[config.mk]
export PLATFORM = sky130hd
export DESIGN_NAME = config_loader
export DESIGN_NICKNAME = d
export VERILOG_FILES = /design/src/rtl/config_loader_pkg.sv /design/src/rtl/config_loader_clk_div.sv /design/src/rtl/config_loader.sv
export SDC_FILE = /design/constraint.sdc
export NUM_CORES = 1
export LEC_CHECK = 0
export ABC_AREA = 0
export BUFFER_PORTS_ARGS = -buffer_cell sky130_fd_sc_hd__buf_4
export CAP_MARGIN = 5
export CORE_UTILIZATION = 59
export CTS_CLUSTER_SIZE = 40
export DETAILED_ROUTE_END_ITERATION = 16
export PLACE_DENSITY = 0.78
export SYNTH_ARGS = -nofsm -noshare
export SYNTH_HDL_FRONTEND = slang
export SYNTH_HIERARCHICAL = 1
export SYNTH_SLANG_ARGS = --single-unit
[constraint.sdc]
create_clock -name sysClk -period 2.94 [get_ports sysClk]
set_clock_uncertainty 0.05 [all_clocks]
set_input_delay 0.147 -clock sysClk [delete_from_list [all_inputs] [get_ports sysClk]]
set_output_delay 0.147 -clock sysClk [all_outputs]
set_load 0.05 [all_outputs]
[src/rtl/config_loader_pkg.sv]
// Shared types and helpers for the serial configuration-chain loader.
// The CRC helpers are used only when CONFIG_READBACK_EN is defined.
package config_loader_pkg;

    typedef enum logic [2:0] {
        IDLE   = 3'd0,
        CLEAR  = 3'd1,
        FETCH  = 3'd2,
        SHIFT  = 3'd3,
        VERIFY = 3'd4,
        DONE   = 3'd5
    } state_t;

    localparam logic [15:0] CRC16_POLY = 16'h1021;
    localparam logic [15:0] CRC16_INIT = 16'hFFFF;

    function automatic int unsigned nwords(input int unsigned nweights, input int unsigned word_w);
        return (nweights + word_w - 1) / word_w;
    endfunction

    // Number of image bits carried by the first (partial) word.
    function automatic int unsigned firstBits(input int unsigned nweights, input int unsigned word_w);
        return nweights - (nwords(nweights, word_w) - 1) * word_w;
    endfunction

    function automatic logic [15:0] crc16_step(input logic [15:0] crc, input logic din);
        return {crc[14:0], 1'b0} ^ ((crc[15] ^ din) ? CRC16_POLY : 16'h0000);
    endfunction

endpackage

[src/rtl/config_loader_clk_div.sv]
// Chain clock generator: each bit period is CLK_DIV low cycles then CLK_DIV high cycles.
// fall_c marks the last high cycle, which is also the configOut sample point.
module config_clk_div #(
    parameter int unsigned CLK_DIV = 4
) (
    input  logic clk,
    input  logic rst,
    input  logic run,
    output logic clk_out,
    output logic rise_c,
    output logic fall_c
);

    localparam int unsigned CNT_W = $clog2(2 * CLK_DIV);
    localparam logic [CNT_W-1:0] HALF    = CNT_W'(CLK_DIV);
    localparam logic [CNT_W-1:0] LAST    = CNT_W'(2 * CLK_DIV - 1);
    localparam logic [CNT_W-1:0] RISE_AT = CNT_W'(CLK_DIV - 1);

    logic [CNT_W-1:0] cnt;
    logic [CNT_W-1:0] cnt_next;

    // Counter parks at zero whenever the loader is not shifting, so a bit always starts low.
    always_comb begin
        cnt_next = '0;
        if (run && (cnt != LAST)) begin
            cnt_next = cnt + CNT_W'(1);
        end
    end

    always_ff @(posedge clk) begin
        if (rst) begin
            cnt     <= '0;
            clk_out <= 1'b0;
        end else begin
            cnt     <= cnt_next;
            clk_out <= (cnt_next >= HALF);
        end
    end

    assign rise_c = run && (cnt == RISE_AT);
    assign fall_c = run && (cnt == LAST);

endmodule

[src/rtl/config_loader.sv]
// Serial configuration-chain master: takes image words and shifts NWEIGHTS bits into the chain.
// Optional readback/CRC verification pass is enabled by defining CONFIG_READBACK_EN.
module config_loader
    import config_loader_pkg::*;
#(
    parameter int unsigned NWEIGHTS = 5775,
    parameter int unsigned WORD_W   = 32,
    parameter int unsigned CLK_DIV  = 4
) (
    input  logic              sysClk,
    input  logic              sysRst,
    input  logic              start,
    input  logic [WORD_W-1:0] wordData,
    input  logic              wordValid,
    output logic              wordReady,
    output logic              configClk,
    output logic              configIn,
    output logic              configRst,
    input  logic              configOut,
    output logic              busy,
    output logic              done,
    output logic              crcErr
);

    localparam int unsigned NWORDS = nwords(NWEIGHTS, WORD_W);
    localparam int unsigned R      = firstBits(NWEIGHTS, WORD_W);
    localparam int unsigned BIT_W  = $clog2(NWEIGHTS + 1);
    localparam int unsigned WCNT_W = $clog2(NWORDS + 1);
    localparam int unsigned WBIT_W = $clog2(WORD_W + 1);
    localparam int unsigned CLR_W  = $clog2(2 * CLK_DIV);
    localparam logic [CLR_W-1:0] CLR_LAST = CLR_W'(2 * CLK_DIV - 1);
    localparam logic [BIT_W-1:0] BIT_LAST = BIT_W'(NWEIGHTS);

    state_t              state, state_next;
    logic [WORD_W-1:0]   shift_word, shift_next;
    logic [WBIT_W-1:0]   wbits, wbits_next;
    logic [BIT_W-1:0]    bit_cnt, bit_next;
    logic [WCNT_W-1:0]   word_cnt, word_next;
    logic [CLR_W-1:0]    clr_cnt, clr_next;
    logic                in_next, rst_next, ready_next, busy_next, done_next, err_next;
    logic                run_c, rise_c, fall_c, clk_div_out;

`ifdef CONFIG_READBACK_EN
    logic [15:0] crc_tx, crc_tx_next;
    logic [15:0] crc_rx, crc_rx_next;
`else
    logic unused_config_out;
    assign unused_config_out = configOut;
`endif

    assign run_c     = (state == SHIFT) || (state == VERIFY);
    assign configClk = clk_div_out;

    config_clk_div #(
        .CLK_DIV (CLK_DIV)
    ) u_clk_div (
        .clk     (sysClk),
        .rst     (sysRst),
        .run     (run_c),
        .clk_out (clk_div_out),
        .rise_c  (rise_c),
        .fall_c  (fall_c)
    );

    // Next-state, datapath and registered-output values.
    always_comb begin
        state_next = state;
        shift_next = shift_word;
        wbits_next = wbits;
        bit_next   = bit_cnt;
        word_next  = word_cnt;
        clr_next   = clr_cnt;
        in_next    = configIn;
        err_next   = crcErr;
`ifdef CONFIG_READBACK_EN
        crc_tx_next = crc_tx;
        crc_rx_next = crc_rx;
`endif
        case (state)
            IDLE: begin
                if (start) begin
                    state_next = CLEAR;
                    clr_next   = '0;
                    bit_next   = '0;
                    word_next  = '0;
                    err_next   = 1'b0;
`ifdef CONFIG_READBACK_EN
                    crc_tx_next = CRC16_INIT;
                    crc_rx_next = CRC16_INIT;
`endif
                end
            end
            CLEAR: begin
                if (clr_cnt == CLR_LAST) begin
                    state_next = FETCH;
                end else begin
                    clr_next = clr_cnt + CLR_W'(1);
                end
            end
            FETCH: begin
                if (wordValid && wordReady) begin
                    state_next = SHIFT;
                    word_next  = word_cnt + WCNT_W'(1);
                    // First word is left-aligned so its top used bit leads.
                    if (word_cnt == '0) begin
                        shift_next = wordData << (WORD_W - R);
                        wbits_next = WBIT_W'(R);
                    end else begin
                        shift_next = wordData;
                        wbits_next = WBIT_W'(WORD_W);
                    end
                    in_next = shift_next[WORD_W-1];
                end
            end
            SHIFT: begin
                if (rise_c) begin
                    bit_next = bit_cnt + BIT_W'(1);
`ifdef CONFIG_READBACK_EN
                    crc_tx_next = crc16_step(crc_tx, configIn);
`endif
                end
                if (fall_c) begin
                    if (bit_cnt == BIT_LAST) begin
`ifdef CONFIG_READBACK_EN
                        state_next = VERIFY;
                        bit_next   = '0;
                        in_next    = configOut;
`else
                        state_next = DONE;
`endif
                    end else if (wbits == WBIT_W'(1)) begin
                        state_next = FETCH;
                    end else begin
                        shift_next = shift_word << 1;
                        wbits_next = wbits - WBIT_W'(1);
                        in_next    = shift_word[WORD_W-2];
                    end
                end
            end
`ifdef CONFIG_READBACK_EN
            VERIFY: begin
                // Recirculate: the bit leaving the chain re-enters it, so content is preserved.
                if (rise_c) begin
                    bit_next    = bit_cnt + BIT_W'(1);
                    crc_rx_next = crc16_step(crc_rx, configIn);
                end
                if (fall_c) begin
                    if (bit_cnt == BIT_LAST) begin
                        state_next = DONE;
                        err_next   = (crc_rx != crc_tx);
                    end else begin
                        in_next = configOut;
                    end
                end
            end
`endif
            DONE: begin
                state_next = IDLE;
            end
            default: begin
                state_next = IDLE;
            end
        endcase

        rst_next   = (state_next != CLEAR);
        ready_next = (state_next == FETCH);
        busy_next  = (state_next != IDLE);
        done_next  = (state_next == DONE);
    end

    always_ff @(posedge sysClk) begin
        if (sysRst) begin
            state      <= IDLE;
            shift_word <= '0;
            wbits      <= '0;
            bit_cnt    <= '0;
            word_cnt   <= '0;
            clr_cnt    <= '0;
            configIn   <= 1'b0;
            configRst  <= 1'b0;
            wordReady  <= 1'b0;
            busy       <= 1'b0;
            done       <= 1'b0;
            crcErr     <= 1'b0;
        end else begin
            state      <= state_next;
            shift_word <= shift_next;
            wbits      <= wbits_next;
            bit_cnt    <= bit_next;
            word_cnt   <= word_next;
            clr_cnt    <= clr_next;
            configIn   <= in_next;
            configRst  <= rst_next;
            wordReady  <= ready_next;
            busy       <= busy_next;
            done       <= done_next;
            crcErr     <= err_next;
        end
    end

`ifdef CONFIG_READBACK_EN
    always_ff @(posedge sysClk) begin
        if (sysRst) begin
            crc_tx <= CRC16_INIT;
            crc_rx <= CRC16_INIT;
        end else begin
            crc_tx <= crc_tx_next;
            crc_rx <= crc_rx_next;
        end
    end
`endif

endmodule
==> flow_summary_export.csv, run 1 <==
group,metric,value,unit
outcome,status,"complete, no violations",
grt,antenna_found_initial,0,
layout,antenna_cells,0,
sta,rsz0062_at_grt,"no",
power,p_int,0.00139,W
floorplan,die_area,7500,um^2
cts,cts_buffer_depth,2,
routing,remaining_drc_errors,0,
grt,use_met2,0.416,
floorplan,start_util,0.615,
setup_path,endpoint,"shift_word[29]",
routing,wl_per_cell,16.2,um
grt,grt_pass1_vias,3390,
placement,gp_congestion,0.835,
sta,hold_viol_final,0,
routing,route.vias.total,3843,
power,p_comb_frac,0.074,
logic_synthesis,syn_area_per_cell,8.55,um^2
setup_path,cp.arrival,2980,ps
cts,clk-insertion-delay-late,360,ps
layout,layout_common_cells,"72 x dfxtp_1, 53 x buf_4, 50 x nand2_1",
setup_path,worstPathMaxFanout,22,
setup_path,reg2reg_to,"shift_word[29]",
setup_path,critical_path_required,3170,ps
floorplan,fp.dieH,86.6,um
routing,antenna_left,0,
layout,final_common_cell,"dfxtp_1",
logic_synthesis,syn-num-nets,541,
logic_synthesis,ys_ff_latch,72,
cts,cts_buffers,9,
cts,clkTransAtPathRegs,80,ps
power,power_leakage,1.87,nW
routing,routed_wl,9980,um
setup_path,r2r_start,"u_clk_div/cnt[0]",
layout,final_cells,616,
grt,grt.total_usage,0.279,
floorplan,core,6870,um^2
power,seq_power_share,0.531,
logic_synthesis,netlist_area,4220,um^2
layout,area_delta_synth_final,11.9,%
power,clock_power_share,0.395,
logic_synthesis,netlist.area_leader.share,0.341,
logic_synthesis,synth-edff-count,0,
sta,finalCritPeriodShare,0.935,
cts,tritoncts,"done",
layout,drive_gt1_frac,0.219,
routing,dr.first_iter.drc_count,326,
grt,gr-usage-met1,0.404,
setup_path,ff2ff_setup_slack,190,ps
floorplan,boundaryPins,44,
sta,maxSlewViolCount,0,
grt,grt_pass1_wl,16500,um
setup_path,cp-end-kind,"flop",
sta,relSlewSlack,0.348,
placement,placed_cells,600,
grt,use_met3,0.0590,
sta,final-setup-viol-count,0,
logic_synthesis,synth_flop_cell,"dfxtp_1",
logic_synthesis,ys_async_sr_fraction,0,
cts,clockRootBuffer,"clkbuf_8",
logic_synthesis,yosys.area.top_type,"dfxtp_1",
logic_synthesis,yosysWarnings,6,
setup_path,crit_start,"u_clk_div/cnt[0]",
power,switching_share,0.250,
power,net-switching-power,0.000462,W
logic_synthesis,yosysUniqueCellTypes,67,
logic_synthesis,ys_top_cells_by_area,"dfxtp_1 34%, mux2i_1 4.5%, nand2_1 4.4%, a21oi_1 4.3%, mux2_4 3.9%",
power,ir_worst_vdd,0.000310,V
setup_path,reg2reg_depth,7,
sta,tightestPinTransition,978,ps
run,maxCapViolCount,0,
power,p_per_area,392,nW/um^2
sta,tns,0,ps
logic_synthesis,synthCells,494,
cts,cts-htree-levels,3,
grt,grt_max_degree,56,
routing,routed_via_density,6.24,
sta,max_freq,364,MHz
floorplan,row_count,30,
placement,port_buffers,41,
layout,finalInstanceArea,4720,um^2
grt,busiest_layer,"met2",
layout,final_nets,563,
setup_path,path_class,"reg2reg",
logic_synthesis,synth_seq_area_share,0.341,
sta,period_needed,2750,ps
grt,gr-total-overflow,0,
routing,dr.pass1.iters,5,
cts,post-cts-setup-buffer-count,0,
hold_path,hp-class,"in2reg",
placement,placed_area,4530,um^2
placement,hpwl,6740,um
floorplan,die_w,86.6,um
cts,cts.sinks,72,
setup_path,critical_path.startpoint_type,"flop",
-- how the worst min path moves through the flow --
stage | slack, ps | start | cells after the start | to
after floorplan | 170 | sysRst | 1 | u_clk_div/clk_out
after global placement | 340 | start | 2 | busy
after detailed placement | 350 | start | 2 | busy
after CTS | 40 | wordData[0] | 3 | shift_word[0]
after global routing | 70 | wordData[0] | 3 | shift_word[0]
final | 50 | wordData[0] | 3 | shift_word[0]
-- sequential cells by signal, summed over array words and instances, names as in the netlist --
register and count:
shift_word 31, bit_cnt 13, word_cnt 8, wbits 6, clr_cnt 3, state 3
u_clk_div/cnt 2, busy 1, configIn 1, configRst 1, done 1, u_clk_div/clk_out 1
wordReady 1
-- through the flow --
step / power, W / setup slack [ps] / util / hold slack, ps
5_1_grt: 0.00192 / 29.6 / 0.688 / 68.6
6_report: 0.00185 / 191 / 0.688 / 49.7
4_1_cts: 0.00186 / 219 / 0.688 / 43.9
2_1_floorplan: 0.00108 / 295 / - / 174
3_5_place_dp: 0.00114 / 256 / 0.660 / 349
3_3_place_gp: 0.00114 / 348 / 0.660 / 345
-- worst max-delay path, stage by stage (launching register included) --
cell     delay, ps
dfxtp_1        320
ha_1           210
ha_1           230
and2_2         270
o32ai_1        410
or3_2          640
buf_4          320
mux2i_1        210
-- cell usage after synthesis, types with 2 or more instances --
cell       instances
nor4b_1            3
nor2_1            20
mux2_2             5
nand2b_1           4
o31ai_1           16
nor2b_1           18
o21ai_0           22
nand4_1            5
a31o_2            17
and2_1             2
buf_6              3
nor3_1             4
mux2_4            11
nand3_1           26
o32ai_2            3
a21oi_1           36
a211oi_1           8
or2_2              3
dfxtp_1           72
buf_2              5
nand2_1           50
buf_1              2
o211ai_1           2
o311ai_0          16
a21o_1             4
xnor2_1            6
nand4b_1           3
buf_4              2
nor3b_1            3
a31oi_1            2
nor4_1             7
inv_1             16
clkbuf_1          30
a2111oi_0          3
or3_1              6
ha_1              10
mux2i_1           19
-- cell type report --
type / count / area, um^2
inverters: 16 / 60.1
clock buffers: 11 / 151
repair buffers: 54 / 408
well taps: 96 / 120
flip-flops and latches: 72 / 1440
clock inverters: 4 / 30.0
multi-input cells: 363 / 2510
fillers: 590 / 2150
-- layer usage --
| metal | routed length (um) | share of wire |
|---|---|---|
| met1 | 4700 | 0.47 |
| met3 | 537 | 0.054 |
| met5 | 0 | 0 |
| met4 | 142 | 0.014 |
| met2 | 4600 | 0.46 |
-- power groups by stage --
stage	combinational (W)	sequential [W]	clock, W
5_1_grt	0.000149	0.000983	0.000789
3_3_place_gp	0.000134	0.00101	0
2_1_floorplan	0.0000710	0.00101	0
6_report	0.000137	0.000982	0.000731
4_1_cts	0.000136	0.000982	0.000740
3_5_place_dp	0.000135	0.00101	0
-- kinds of logic after synthesis --
| kind of cell | Yosys count | synth area share |
|---|---|---|
| simple gates | 170 | 0.218 |
| compound gates | 141 | 0.236 |
| flops | 72 | 0.341 |
| buf+inv | 59 | 0.0637 |
| mux | 35 | 0.0975 |
| fa+ha+maj | 10 | 0.0296 |
| xor+xnor | 6 | 0.0124 |
| other cells | 1 | 0.000888 |
-- what timing repair did --
item,in CTS,in global routing
resized for setup,0,0
hold endpoints to repair,1,0
hold buffers,1,0
(Power assumes the default switching activity.)
==> inputs of run 2 (changes only) <==
--- a/config.mk
+++ b/config.mk
@@ -12,6 +12,7 @@
 export CTS_CLUSTER_SIZE = 40
 export DETAILED_ROUTE_END_ITERATION = 16
 export PLACE_DENSITY = 0.78
+export SETUP_SLACK_MARGIN = 0.4
 export SYNTH_ARGS = -nofsm -noshare
 export SYNTH_HDL_FRONTEND = slang
 export SYNTH_HIERARCHICAL = 1
==> flow_summary_export.csv, run 2 (synthesis results as in run 1) <==
group,metric,value,unit
setup_path,critical_path.startpoint_type,"flop",
layout,layout_common_cells,"71 x dfxtp_1, 56 x buf_4, 50 x nand2_1",
cts,clockRootBuffer,"clkbuf_8",
cts,clk-insertion-delay-late,340,ps
routing,dr.first_iter.drc_count,355,
sta,maxSlewViolCount,0,
cts,tritoncts,"done",
sta,tightestPinTransition,1160,ps
setup_path,critPathMaxStageDelay,500,ps
routing,routed_via_density,6.16,
cts,cts.sinks,72,
placement,gp_congestion,0.850,
cts,cts-htree-levels,3,
hold_path,whs_path_depth,3,
setup_path,ff2ff_setup_slack,630,ps
placement,hpwl,6670,um
grt,grt.total_usage,0.272,
sta,period_needed,2310,ps
routing,wl_per_cell,16.0,um
placement,port_buffers,41,
routing,wl_met1,4720,um
setup_path,path_cells,"buf_4 -> nand2b_1 -> or2_0 -> or3_4 -> buf_4 -> buf_4 -> o32ai_2",
cts,clkTransAtPathRegs,80,ps
sta,finalCritPeriodShare,0.784,
sta,max_freq,434,MHz
routing,route.vias.total,3824,
grt,gr-total-overflow,0,
placement,placed_area,4530,um^2
setup_path,cp-end-kind,"flop",
setup_path,crit_top_cell,"buf_4",
layout,area_delta_synth_final,14.0,%
layout,final_nets,567,
hold_path,hp-class,"in2reg",
floorplan,die_area,7500,um^2
grt,grt_max_degree,56,
layout,largest-register,"shift_word",
setup_path,reg2reg_depth,7,
power,p_per_area,399,nW/um^2
layout,reg_top3,"shift_word x31, bit_cnt x13, word_cnt x8",
routing,dr.pass1.iters,5,
grt,grt_pass1_wl,16200,um
floorplan,fp.dieH,86.6,um
outcome,status,"complete, no violations",
sta,hold_viol_final,0,
layout,nFillCells,567,
routing,antenna_left,0,
setup_path,r2r_start,"state[2]",
setup_path,worstPathMaxFanout,10,
routing,dr_wl_met2,4540,um
layout,drive_gt1_frac,0.234,
grt,antenna_found_initial,0,
cts,cts_buffer_depth,2,
power,total_power,0.00192,W
sta,final-setup-viol-count,0,
floorplan,start_util,0.615,
setup_path,reg2reg_to,"wbits[5]",
setup_path,path_class,"reg2reg",
floorplan,core,6870,um^2
setup_path,slowest_stage,"or3_4",
run,maxCapViolCount,0,
sta,tns,0,ps
setup_path,critical_path_required,3150,ps
layout,finalInstanceArea,4810,um^2
floorplan,row_count,30,
layout,largest_reg_flops,31,
routing,remaining_drc_errors,0,
sta,rsz0062_at_grt,"no",
power,power_leakage,1.92,nW
layout,antenna_cells,0,
hold_path,min-delay-start,"wordData[0]",
cts,cts_buffers,9,
routing,highest_layer,"met4",
sta,relSlewSlack,0.225,
routing,routed_wl,9910,um
routing,wl_met3,489,um
floorplan,die_w,86.6,um
power,ir_worst_vdd,0.000257,V
layout,final_common_cell,"dfxtp_1",
grt,grt_pass1_vias,3438,
hold_path,whs_endpoint,"shift_word[0]",
setup_path,cp.arrival,2520,ps
floorplan,boundaryPins,44,
[run 2: through the flow]
| step | std cells | setup slack, ps | util | hold slack (ps) |
|---|---|---|---|---|
| 2_1_floorplan | 494 | 403 | - | 174 |
| 3_3_place_gp | 600 | 348 | 0.660 | 340 |
| 3_5_place_dp | 600 | 289 | 0.660 | 348 |
| 4_1_cts | 621 | 425 | 0.698 | 53.3 |
| 5_1_grt | 621 | 513 | 0.701 | 74.2 |
| 6_report | 621 | 634 | 0.701 | 72.1 |
[run 2: cell type report]
cell class	count	area, um^2	area share
clock buffer	11	151	0.0315
clock inverter	5	55.1	0.0114
inverter	16	60.1	0.0125
multi-input combinational	363	2530	0.526
sequential	72	1440	0.300
tap	96	120	0.0250
timing repair buffer	58	450	0.0936
[run 2: report_power, final]
| part | total [W] | internal, W | switching, W | leakage (nW) |
|---|---|---|---|---|
| clock | 0.000802 | 0.000435 | 0.000367 | 0.101 |
| combinational | 0.000138 | 0.0000622 | 0.0000762 | 1.23 |
| sequential | 0.000982 | 0.000979 | 0.00000283 | 0.581 |
| total | 0.00192 | 0.00148 | 0.000446 | 1.92 |
[run 2: critical path: cells and delay by family, from the launching register on]
family                 cells  cell delay [ps]
flip-flops                 1              400
buffers and inverters      3              520
AO/OA/AOI/OAI              1              230
AND/OR/NAND/NOR            3             1020
[run 2: how the worst max path moves through the flow]
| stage | start | endpoint | slack (ps) | cells past startpoint |
|---|---|---|---|---|
| finish | state[2] | wbits[5] | 630 | 7 |
| global route | state[2] | wbits[5] | 510 | 7 |
| CTS | word_cnt[0] | shift_word[8] | 430 | 6 |
| detailed placement | state[1] | shift_word[29] | 290 | 8 |
| global placement | state[1] | shift_word[20] | 350 | 8 |
| floorplan | state[0] | shift_word[16] | 400 | 11 |
[run 2: what timing repair did]
item	4_1_cts	5_1_grt
resized for setup	1	6
hold endpoints to repair	1	0
gates cloned	0	0
setup endpoints to repair	35	37
setup buffers	4	0
hold buffers	1	0
pin swaps	1	0
[run 2: routing by layer]
metal | vias to the layer above | global-route usage
met4 | 0 | 0.111
met3 | 15 | 0.0429
met2 | 114 | 0.401
li1 | 1882 | -
met1 | 1813 | 0.396
met5 | - | 0
==> inputs of run 3 (changes only) <==
--- a/config.mk
+++ b/config.mk
@@ -8,10 +8,10 @@
 export ABC_AREA = 0
 export BUFFER_PORTS_ARGS = -buffer_cell sky130_fd_sc_hd__buf_4
 export CAP_MARGIN = 5
-export CORE_UTILIZATION = 59
+export CORE_UTILIZATION = 53
 export CTS_CLUSTER_SIZE = 40
 export DETAILED_ROUTE_END_ITERATION = 16
-export PLACE_DENSITY = 0.78
+export PLACE_DENSITY = 0.74
 export SETUP_SLACK_MARGIN = 0.4
 export SYNTH_ARGS = -nofsm -noshare
 export SYNTH_HDL_FRONTEND = slang
==> constraint.sdc (replaced) <==
create_clock -name sysClk -period 2.01 [get_ports sysClk]
set_clock_uncertainty 0.05 [all_clocks]
set_input_delay 0.1005 -clock sysClk [delete_from_list [all_inputs] [get_ports sysClk]]
set_output_delay 0.1005 -clock sysClk [all_outputs]
set_load 0.05 [all_outputs]
==> flow_summary_export.csv, run 3 (synthesis results as in run 1) <==
group,metric,value,unit
sta,maxSlewViolCount,0,
floorplan,die_area,8330,um^2
floorplan,start_util,0.546,
run,maxCapViolCount,0,
setup_path,slowest_stage,"or4b_4",
floorplan,die_w,91.2,um
layout,largest-register,"shift_word",
layout,largest_reg_flops,31,
routing,dr.first_iter.drc_count,435,
layout,area_delta_synth_final,48.4,%
cts,clkTransAtPathRegs,70,ps
routing,routed_via_density,6.38,
setup_path,worstPathMaxFanout,5,
routing,antenna_left,0,
layout,drive_gt1_frac,0.454,
setup_path,ff2ff_setup_slack,-50,ps
layout,final_common_cell,"buf_4",
grt,grt_max_degree,56,
power,p_int,0.00213,W
grt,grt_pass1_vias,4220,
floorplan,boundaryPins,44,
sta,final-setup-viol-count,17,
layout,layout_common_cells,"100 x buf_4, 59 x dfxtp_1, 49 x nand2_1",
placement,port_buffers,41,
floorplan,fp.dieH,91.2,um
setup_path,critPathMaxStageDelay,520,ps
outcome,status,"finished with violations",
floorplan,core,7730,um^2
sta,finalCritPeriodShare,1.02,
power,p_comb_frac,0.102,
setup_path,critical_path_required,2190,ps
grt,grt.total_usage,0.314,
sta,max_freq,487,MHz
power,switching_share,0.244,
power,power_leakage,2.42,nW
cts,clk-insertion-delay-late,350,ps
setup_path,path_class,"reg2reg",
cts,cts-htree-levels,3,
routing,routed_wl,14200,um
cts,tritoncts,"done",
placement,post-place-ws,-186,ps
routing,remaining_drc_errors,0,
grt,antenna_found_initial,0,
routing,dr.pass1.iters,7,
layout,reg_top3,"shift_word x31, bit_cnt x13, word_cnt x8",
floorplan,row_count,32,
power,clock_power_share,0.388,
power,net-switching-power,0.000685,W
cts,clockRootBuffer,"clkbuf_8",
placement,hpwl,7400,um
sta,rsz0062_at_grt,"yes",
layout,final_nets,645,
grt,gr-total-overflow,0,
layout,antenna_cells,0,
sta,worst_slack,-45.2,ps
setup_path,critical_path.startpoint_type,"flop",
power,ir_worst_vdd,0.000473,V
grt,grt_pass1_wl,20700,um
cts,cts_buffer_depth,2,
sta,hold_viol_final,0,
outcome,violations,"negative setup slack",
sta,relSlewSlack,0.661,
sta,period_needed,2060,ps
setup_path,path_buf_inv,2,
placement,gp_congestion,0.862,
setup_path,cp.arrival,2230,ps
setup_path,path_cells,"inv_2 -> ha_4 -> or4b_4 -> buf_6 -> o311ai_2 -> a21oi_1 -> mux2_2",
hold_path,hp-class,"in2reg",
sta,whs,104,ps
sta,tightestPinTransition,504,ps
setup_path,cp-end-kind,"flop",
cts,cts_buffers,9,
routing,route.vias.total,4482,
setup_path,critical_path.top_delay_family,"simple AND/OR/NAND/NOR gates",
routing,wl_per_cell,20.2,um
cts,cts.sinks,72,
power,p_per_area,449,nW/um^2
power,seq_power_share,0.510,
[run 3: cell count changes in the layout (fill, tap and decap cells not counted), moves of 11 or more]
cell | before | now
buf_6 | 0 | 20
buf_4 | 56 | 100
o31ai_1 | 16 | 4
o31ai_4 | 0 | 11
dfxtp_1 | 71 | 59
o311ai_0 | 14 | 2
[run 3: repair_timing]
action,CTS,global route
setup buffers,21,10
endpoints found under the hold margin,5,0
setup endpoints to repair,57,60
hold buffers,3,0
pin swaps,33,39
gates cloned,6,0
resized for setup,108,67
[run 3: stage by stage]
step	cells	total power [W]	TNS (ps)	utilization	cell area, um^2
6_report	703	0.00281	-326	0.811	6260
5_1_grt	703	0.00291	-2550	0.811	6260
4_1_cts	693	0.00277	-179	0.761	5880
3_5_place_dp	649	0.00168	-3280	0.635	4900
3_3_place_gp	649	0.00168	-2120	0.635	4900
2_1_floorplan	494	0.00159	-4220	-	4290
[run 3: per-layer routing]
layer | wire length (um) | GRT usage | share of wire
met1 | 5680 | 0.398 | 0.40
met2 | 7210 | 0.525 | 0.51
met3 | 713 | 0.0503 | 0.050
met4 | 601 | 0.143 | 0.042
met5 | 0 | 0 | 0
[run 3: worst min-delay path, delay by kind of cell]
family | cells | cell delay, ps
buffers and inverters | 1 | 110
AO/OA/AOI/OAI | 2 | 190
multiplexers | 1 | 50
[run 3: power by group through the flow]
stage | clock (W) | sequential, W | combinational (W)
floorplan | 0 | 0.00148 | 0.000107
global placement | 0 | 0.00147 | 0.000211
detailed placement | 0 | 0.00147 | 0.000212
CTS | 0.00109 | 0.00144 | 0.000251
global route | 0.00117 | 0.00144 | 0.000301
finish | 0.00109 | 0.00143 | 0.000286
[run 3: final cells by class]
class                      count  area (um^2)
multi-input combinational    365         3190
sequential                    72         1470
fill                         428         1460
timing repair buffer         134         1250
clock buffer                  13          139
tap                          102          128
inverter                      16         60.1
clock inverter                 1         30.0
[run 3: final timing paths]
kind,startpoint,endpoint,cells past startpoint
max,word_cnt[0],shift_word[1],7
min,wordData[23],shift_word[23],4
max reg2reg,word_cnt[0],shift_word[1],7
min reg2reg,u_clk_div/cnt[0],u_clk_div/cnt[0],1
